[src/rtl/dff_bank_pkg.sv]
// rtl/dff_bank_pkg.sv - shared types and helpers for the register-bank write arbiter.
package dff_bank_pkg;

  typedef enum logic [1:0] {
    IDLE  = 2'd0,
    ARB   = 2'd1,
    WRITE = 2'd2
  } state_t;

  localparam int unsigned MAX_DEPTH  = 64;
  localparam int unsigned RESET_DATA = 0;

  // Out-of-range addresses decode to all-zero so the write is silently dropped.
  function automatic logic [MAX_DEPTH-1:0] onehot_dec(input int unsigned addr,
                                                      input int unsigned depth);
    logic [MAX_DEPTH-1:0] v;
    v = '0;
    for (int unsigned i = 0; i < MAX_DEPTH; i++) begin
      if (i < depth && i == addr) v[i] = 1'b1;
    end
    return v;
  endfunction

endpackage

[src/rtl/dff_bank_wr_arb_rr_pick.sv]
// rtl/dff_bank_wr_arb_rr_pick.sv - find-first-set from a start pointer, wrapping at NREQ.
module rr_pick #(
  parameter  int NREQ = 4,
  localparam int PW   = $clog2(NREQ)
) (
  input  logic [NREQ-1:0] req,
  input  logic [PW-1:0]   ptr,
  output logic [PW-1:0]   winner,
  output logic            valid
);

  logic [2*NREQ-1:0] dbl;
  logic [NREQ-1:0]   rot;
  logic [PW:0]       sum;

  always_comb begin
    dbl    = {req, req} >> ptr;
    rot    = dbl[NREQ-1:0];
    valid  = |req;
    winner = '0;
    sum    = '0;
    // Descending scan so the smallest offset from ptr is the last to assign.
    for (int i = NREQ - 1; i >= 0; i--) begin
      if (rot[i]) begin
        sum    = {1'b0, ptr} + (PW+1)'(i);
        winner = (sum >= (PW+1)'(NREQ)) ? PW'(sum - (PW+1)'(NREQ)) : sum[PW-1:0];
      end
    end
  end

endmodule

[src/rtl/dff_bank_wr_arb.sv]
// rtl/dff_bank_wr_arb.sv - one-write-per-two-cycles arbiter driving a shared DFF bank.
// Define ARB_FIXED_PRIO_EN for fixed lowest-index priority instead of round-robin.
module dff_bank_wr_arb
  import dff_bank_pkg::*;
#(
  parameter  int NREQ  = 4,
  parameter  int WIDTH = 8,
  parameter  int DEPTH = 4,
  localparam int AW    = $clog2(DEPTH),
  localparam int PW    = $clog2(NREQ)
) (
  input  logic                  clk,
  input  logic                  rst,
  input  logic [NREQ-1:0]       req,
  input  logic [NREQ*AW-1:0]    req_addr,
  input  logic [NREQ*WIDTH-1:0] req_data,
  output logic [NREQ-1:0]       gnt,
  output logic [DEPTH-1:0]      bank_en,
  output logic [WIDTH-1:0]      bank_d,
  output logic                  busy
);

  state_t                 state;
  logic [PW-1:0]          rr_ptr;
  logic [PW-1:0]          win;
  logic                   win_valid;
  logic [AW-1:0]          win_addr;
  logic [MAX_DEPTH-1:0]   dec;
  logic                   unused_dec;

  rr_pick #(.NREQ(NREQ)) u_pick (
    .req    (req),
    .ptr    (rr_ptr),
    .winner (win),
    .valid  (win_valid)
  );

  assign win_addr   = req_addr[win*AW +: AW];
  assign dec        = onehot_dec(32'(win_addr), int'(DEPTH));
  assign unused_dec = ^dec;
  assign busy       = (|req) | (state == WRITE);

`ifdef ARB_FIXED_PRIO_EN
  assign rr_ptr = '0;
`else
  always_ff @(posedge clk) begin
    if (!rst) begin
      rr_ptr <= '0;
    end else if (state == ARB && win_valid) begin
      rr_ptr <= (win == PW'(NREQ - 1)) ? '0 : win + PW'(1);
    end
  end
`endif

  always_ff @(posedge clk) begin
    if (!rst) begin
      state   <= IDLE;
      gnt     <= '0;
      bank_en <= '0;
      bank_d  <= WIDTH'(RESET_DATA);
    end else begin
      case (state)
        IDLE: begin
          if (|req) state <= ARB;
        end
        ARB: begin
          if (win_valid) begin
            gnt     <= NREQ'(1) << win;
            bank_en <= dec[DEPTH-1:0];
            bank_d  <= req_data[win*WIDTH +: WIDTH];
            state   <= WRITE;
          end else begin
            state <= IDLE;
          end
        end
        WRITE: begin
          gnt     <= '0;
          bank_en <= '0;
          // A granted requester still holding req is re-arbitrated from the advanced pointer.
          state   <= (|req) ? ARB : IDLE;
        end
        default: state <= IDLE;
      endcase
    end
  end

endmodule

[config.mk]
export PLATFORM = sky130hd
export DESIGN_NAME = dff_bank_wr_arb
export DESIGN_NICKNAME = d
export VERILOG_FILES = /design/src/rtl/dff_bank_pkg.sv /design/src/rtl/dff_bank_wr_arb_rr_pick.sv /design/src/rtl/dff_bank_wr_arb.sv
export SDC_FILE = /design/constraint.sdc
export NUM_CORES = 1
export LEC_CHECK = 0
export CAP_MARGIN = 10
export CORE_MARGIN = 2
export CORE_UTILIZATION = 60
export CTS_BUF_LIST = sky130_fd_sc_hd__clkbuf_16
export DETAILED_ROUTE_END_ITERATION = 7
export DONT_BUFFER_PORTS = 1
export PLACE_DENSITY = 0.73
export REMOVE_ABC_BUFFERS = 1
export SLEW_MARGIN = 40
export SYNTH_ARGS = -nofsm -noshare
export SYNTH_HDL_FRONTEND = slang
export SYNTH_SLANG_ARGS = --single-unit
[constraint.sdc]
create_clock -name clk -period 2.32 [get_ports clk]
set_input_delay 0.464 -clock clk [delete_from_list [all_inputs] [get_ports clk]]
set_output_delay 0.464 -clock clk [all_outputs]
set_load 0.02 [all_outputs]
After elaboration in Yosys (flattened, before gate mapping)
Cells that the tools add are included.
Widths: inputs -> output; s select.
{"block": "totals", "word_cells": 58, "register_bits": 20}
{"block": "op_classes", "addsub": 8, "shift": 4, "n_lt_le_gt_ge": 4, "muxes": 21, "n_eq_ne": 8, "n_reduce_logical": 7, "bitwise": 1}
{"op": "$shiftx 32x6->8", "count": 1}
{"op": "$mux 2", "count": 11}
{"op": "$pmux 4 s2", "count": 2}
{"op": "$ge 3x3->1 const B", "count": 3}
{"op": "$mux 4", "count": 2}
{"op": "$shiftx 8x4->2", "count": 1}
{"op": "$shr 8x2->4", "count": 1}
{"op": "$sub 2x1->2 const B", "count": 4}
{"op": "$add 2x2->3 const B", "count": 2}
{"op": "$pmux 2 s3", "count": 1}
{"op": "$mux 1", "count": 5}
{"op": "$eq 2x2->1 const A", "count": 2}
{"op": "$eq 2x2->1 const B", "count": 2}
{"op": "$logic_not 2->1", "count": 2}
{"op": "$ne 2x2->1 const B", "count": 2}
{"op": "$reduce_and 2->1", "count": 2}
{"op": "$reduce_or 4->1", "count": 1}
{"op": "$shl 1x2->4 const A", "count": 1}
{"op": "$add 2x1->3 const B", "count": 1}
{"op": "$ge 2x3->1 const B", "count": 1}
{"op": "$add 2x1->2 const B", "count": 1}
{"op": "$eq 1x2->1 const A", "count": 1}
{"op": "$eq 2x1->1 const B", "count": 1}
{"op": "$reduce_bool 2->1", "count": 1}
{"op": "other kinds (2)", "count": 2}

Longest topological paths before layout
{"block": "depth", "word_depth": 12, "mapped_depth": 8, "ltp_nobuf": 7}

Modules after synthesis
Synthesis repeated with hierarchy kept, for this count alone.
{"block": "unflattened", "hier_cells": 111, "area_unflattened_um2": 1119.8}
{"module": "dff_bank_wr_arb", "cells_per_inst": 100, "area_each_um2": 1048.5, "instances": 1}
{"module": "rr_pick", "cells_per_inst": 11, "area_each_um2": 71.3, "instances": 1}

Worst setup path after synthesis
Ideal clock, no wire load.
{"block": "synth_timing", "path_kind": "input to register", "start": "in req[2]", "end": "reg rr_ptr[1]", "slack_ns": 0.402, "path_stages": 7, "setup_ns": 0.122, "required_ns": 2.198, "arrival_time_ns": 1.796, "path_cell_list": "nor2b_1 -> a21o_1 -> a211oi_2 -> clkbuf_1 -> ha_1 -> nand2_1 -> a21boi_0"}
{"block": "synth_between", "elab_chain_len": 7, "elab_cells_between_ends": 10, "cone_classes": "add/sub: 1; eq/ne: 1; shift: 1; mux: 5; reduce/logical: 2"}
{"item": "start: declaration", "line_no": "dff_bank_wr_arb.sv:14", "rtl": "input logic [NREQ-1:0] req,"}
{"item": "$shr 8x2->4", "line_no": "dff_bank_wr_arb_rr_pick.sv:17", "rtl": "dbl = {req, req} >> ptr;"}
{"item": "$mux 2 (4 in a row)", "line_no": "dff_bank_wr_arb_rr_pick.sv:24", "rtl": "if (rot[i]) begin"}
{"item": "$add 2x1->2 or $eq 2x2->1 (tied branches)", "line_no": "dff_bank_wr_arb.sv:50", "rtl": "rr_ptr <= (win == PW'(NREQ - 1)) ? '0 : win + PW'(1);"}
{"item": "$mux 2", "line_no": "dff_bank_wr_arb.sv:50"}
{"item": "end signal: assignment", "line_no": "dff_bank_wr_arb.sv:50"}
{"item": "end: declaration", "line_no": "dff_bank_wr_arb.sv:24", "rtl": "logic [PW-1:0] rr_ptr;"}
Parallel ways exist; a longest one is shown, timed or not.
A chain may end at the register's enable or synchronous reset.

Worst setup path in the final report
{"block": "layout_timing", "start": "reg rr_ptr[1]", "end": "reg bank_d[1]"}
{"block": "layout_between", "elab_chain_len": 8, "elab_cells_between_ends": 21, "cone_classes": "add/sub: 7; order compare: 4; shift: 2; mux: 8"}
{"item": "$add 2x2->3", "line_no": "dff_bank_wr_arb_rr_pick.sv:25", "rtl": "sum = {1'b0, ptr} + (PW+1)'(i);"}
{"item": "$ge 3x3->1 or $sub 2x1->2 (tied branches)", "line_no": "dff_bank_wr_arb_rr_pick.sv:26", "rtl": "winner = (sum >= (PW+1)'(NREQ)) ? PW'(sum - (PW+1)'(NREQ)) : sum[PW-1:0];"}
{"item": "$mux 2", "line_no": "dff_bank_wr_arb_rr_pick.sv:26"}
{"item": "$mux 2 (3 in a row)", "line_no": "dff_bank_wr_arb_rr_pick.sv:24"}
{"item": "$mux 2 *", "line_no": "dff_bank_wr_arb_rr_pick.sv:24"}
{"item": "$shiftx 32x6->8 *", "line_no": "dff_bank_wr_arb.sv:70", "rtl": "bank_d <= req_data[win*WIDTH +: WIDTH];"}
{"item": "end signal: assignment", "line_no": "dff_bank_wr_arb.sv:60", "rtl": "bank_d <= WIDTH'(RESET_DATA);"}
{"item": "end signal: assignment", "line_no": "dff_bank_wr_arb.sv:70"}
{"item": "end: declaration", "line_no": "dff_bank_wr_arb.sv:19", "rtl": "output logic [WIDTH-1:0] bank_d,"}
Every way passes the cells marked *; elsewhere a longest branch is shown, timed or not.

==> flow_summary.ini <==
[clock_network]
hold_buffers = 0
cts.clk_slew.worst_paths_ns = 0.05
cts.repair.resized = 0
ctsRootBufferMaster = clkbuf_16
numCtsBuffers = 3
cts_tree = done
clockBufferDepth = 2
htreeDepth = 1
cts_sinks = 20
post_cts_buffers = 0
insertion_delay_ns = 0.25

[placement]
hpwlAfterDp_um = 2310
routabilityCongestion = 0.763
io_buffers = 0

[finish]
drive_gt1_share_pct = 8.81
multi_input_area_um2 = 788
fillCellCount = 192
seq_area_um2 = 400
syn_to_final_growth_pct = 8.50
final_nets = 210
diodes = 0

[sta]
slew-limit-headroom_pct = 55.9
setup_viol = 0
fmax_ghz = 0.522
holdWs_ns = 0.360
tns_ns = 0
hold_viol = 0
grt_setup_unrepaired = false
post-route-period-util_pct = 82.5
tightest_slew_ns = 0.660
drv_slew = 0
fin_crit_ns = 1.91
fin_worst_skew_ns = 0.00223

[logic_synthesis]
synth_top_area_share_pct = 32.0
synth_flop_cell = dfxtp_1
syn_avg_cell_area_um2 = 7.82
syn_inst = 160
async_reset_ff_share_pct = 0
yosys_warnings = 0
yosys_register_bits = 20
netlist_area_um2 = 1250
yosys.cell_types.count = 32
synth_area_leaders = dfxtp_1, nand2_1, a311o_1
yosys.area.top_type = dfxtp_1
ys_seq_area_share_pct = 32.0
synth_edf_count = 0

[global_route]
grt_usage_pct = 27.1
globalRouteOverflowTotal = 0
grt_pass1_vias = 1200
grt_start_max_net_pins = 20
grt_pass1_wl_um = 5170
antenna_found_initial = 0

[setup_path]
worst-setup-path-type = reg2reg
cp_data_arrival_time_ns = 2.09
rrSetupSlack_ns = 0.41
rr_worst_depth = 7
crit_path_end = bank_d[1]
timing.rr.end = bank_d[1]
end_kind = flip-flop
path_max_fanout = 10
r2r-start = rr_ptr[1]
worstSetupStartpointType = flip-flop
startpoint = rr_ptr[1]
crit_required_ns = 2.50

[power_and_ir_drop]
ir_drop_uv = 453
p_leak_nw = 0.518
power.density_nw_per_um2 = 740

[routing]
via_per_inst = 6.40
drc = 0
drtIter0Drc = 30
vias = 1191
drt_first_pass_iters = 4
routed_wl_um = 3160
wire_per_inst_um = 17.0
antenna_left = 0

[die]
core.rowCount = 16
core-area_um2 = 1960
io_pins = 63
die_x_um = 49.7
initial_core_util_pct = 63.8
dieArea_um2 = 2470
die_y_um = 49.7

[min_path]
hp-class = in2reg
whs_path_depth = 2

[job]
cap_violations = 0

[run_status]
outcome = completed
-- worst max-delay path, stage by stage, from the launching register on --
cell and delay [ns]:
dfxtp_1 0.42, nand2_1 0.12, a211oi_2 0.46, nor2_2 0.12
inv_2 0.19, nand2_1 0.08, a311o_1 0.31, a21boi_1 0.14
-- cell type report --
cell class	count	share of cell area [%]
inverters	5	1.38
well taps	27	2.49
multi-input cells	125	58.1
clock inverters	1	0.276
repair buffers	5	2.76
flip-flops and latches	20	29.5
clock buffers	3	5.53
-- synth_stat cells, types with 2 or more instances --
cell type,n
o2bb2ai_1,2
nor2b_1,2
inv_2,2
o211ai_1,2
buf_2,5
o21ai_0,14
ha_1,4
inv_1,3
clkbuf_1,4
a22o_1,4
a21oi_1,3
a21boi_1,10
a311o_1,8
dfxtp_1,20
and2_1,2
nand3_1,14
a21boi_0,3
nor3b_1,2
nand2b_1,2
a211oi_2,3
nand2_1,31
and4_1,2
and3_1,8
a21o_1,2
-- routing by layer --
layer | wire (um) | global-route usage [%]
met1 | 1300 | 30.7
met2 | 1530 | 47.1
met3 | 271 | 7.88
met4 | 62 | 11.1
met5 | 0 | 0
-- cell families (layout without fill, tap and decap cells) --
family / after synthesis / after routing / share of synthesized area, %
AOI/OAI and AO/OA: 54 / 54 / 32.5
adders and majority gates: 4 / 4 / 4.00
buffers and inverters: 15 / 14 / 5.00
DFF: 20 / 20 / 32.0
and+or+nand+nor: 67 / 67 / 26.5
-- cells in the final DEF, fill, tap and decap left out, types with 3 or more instances in the layout --
master     instances
a211oi_2           3
a311o_1            8
clkbuf_16          3
and3_1             8
a21boi_1          10
dfxtp_1           20
nand3_1           14
buf_4              5
a22o_1             4
a21oi_1            3
inv_1              3
a21boi_0           3
ha_1               4
nand2_1           31
o21ai_0           14
-- metrics by stage --
stage / std cells / utilization (%) / setup WS (ns) / total power, mW / cell area (um^2)
after floorplan: 150 / - / 0.154 / 0.593 / 1210
after global routing: 186 / 69.2 / 0.229 / 1.06 / 1360
after CTS: 186 / 69.2 / 0.419 / 1.01 / 1360
after global placement: 182 / 65.2 / 0.391 / 0.648 / 1280
final: 186 / 69.2 / 0.406 / 1.00 / 1360
after detailed placement: 182 / 65.2 / 0.386 / 0.656 / 1280
-- power breakdown --
part	switching (mW)	leakage, nW	internal, mW
Combinational	0.138	0.316	0.0950
Clock	0.123	0.0385	0.229
Sequential	0.0462	0.163	0.372
Total	0.308	0.518	0.696
-- registers in the layout (all words and copies together), names as in the netlist --
name	count
bank_d	8
bank_en	4
gnt	4
rr_ptr	2
state	2
-- worst min-delay path by stage --
stage	startpoint	to	slack [ns]
after global placement	state[0]	state[0]	0.46
after CTS	rst	rr_ptr[0]	0.36
after global routing	rst	bank_d[7]	0.36
after floorplan	state[0]	state[0]	0.44
after detailed placement	state[0]	state[0]	0.48
final	rst	rr_ptr[0]	0.36
Power figures use the tool's default switching activity.
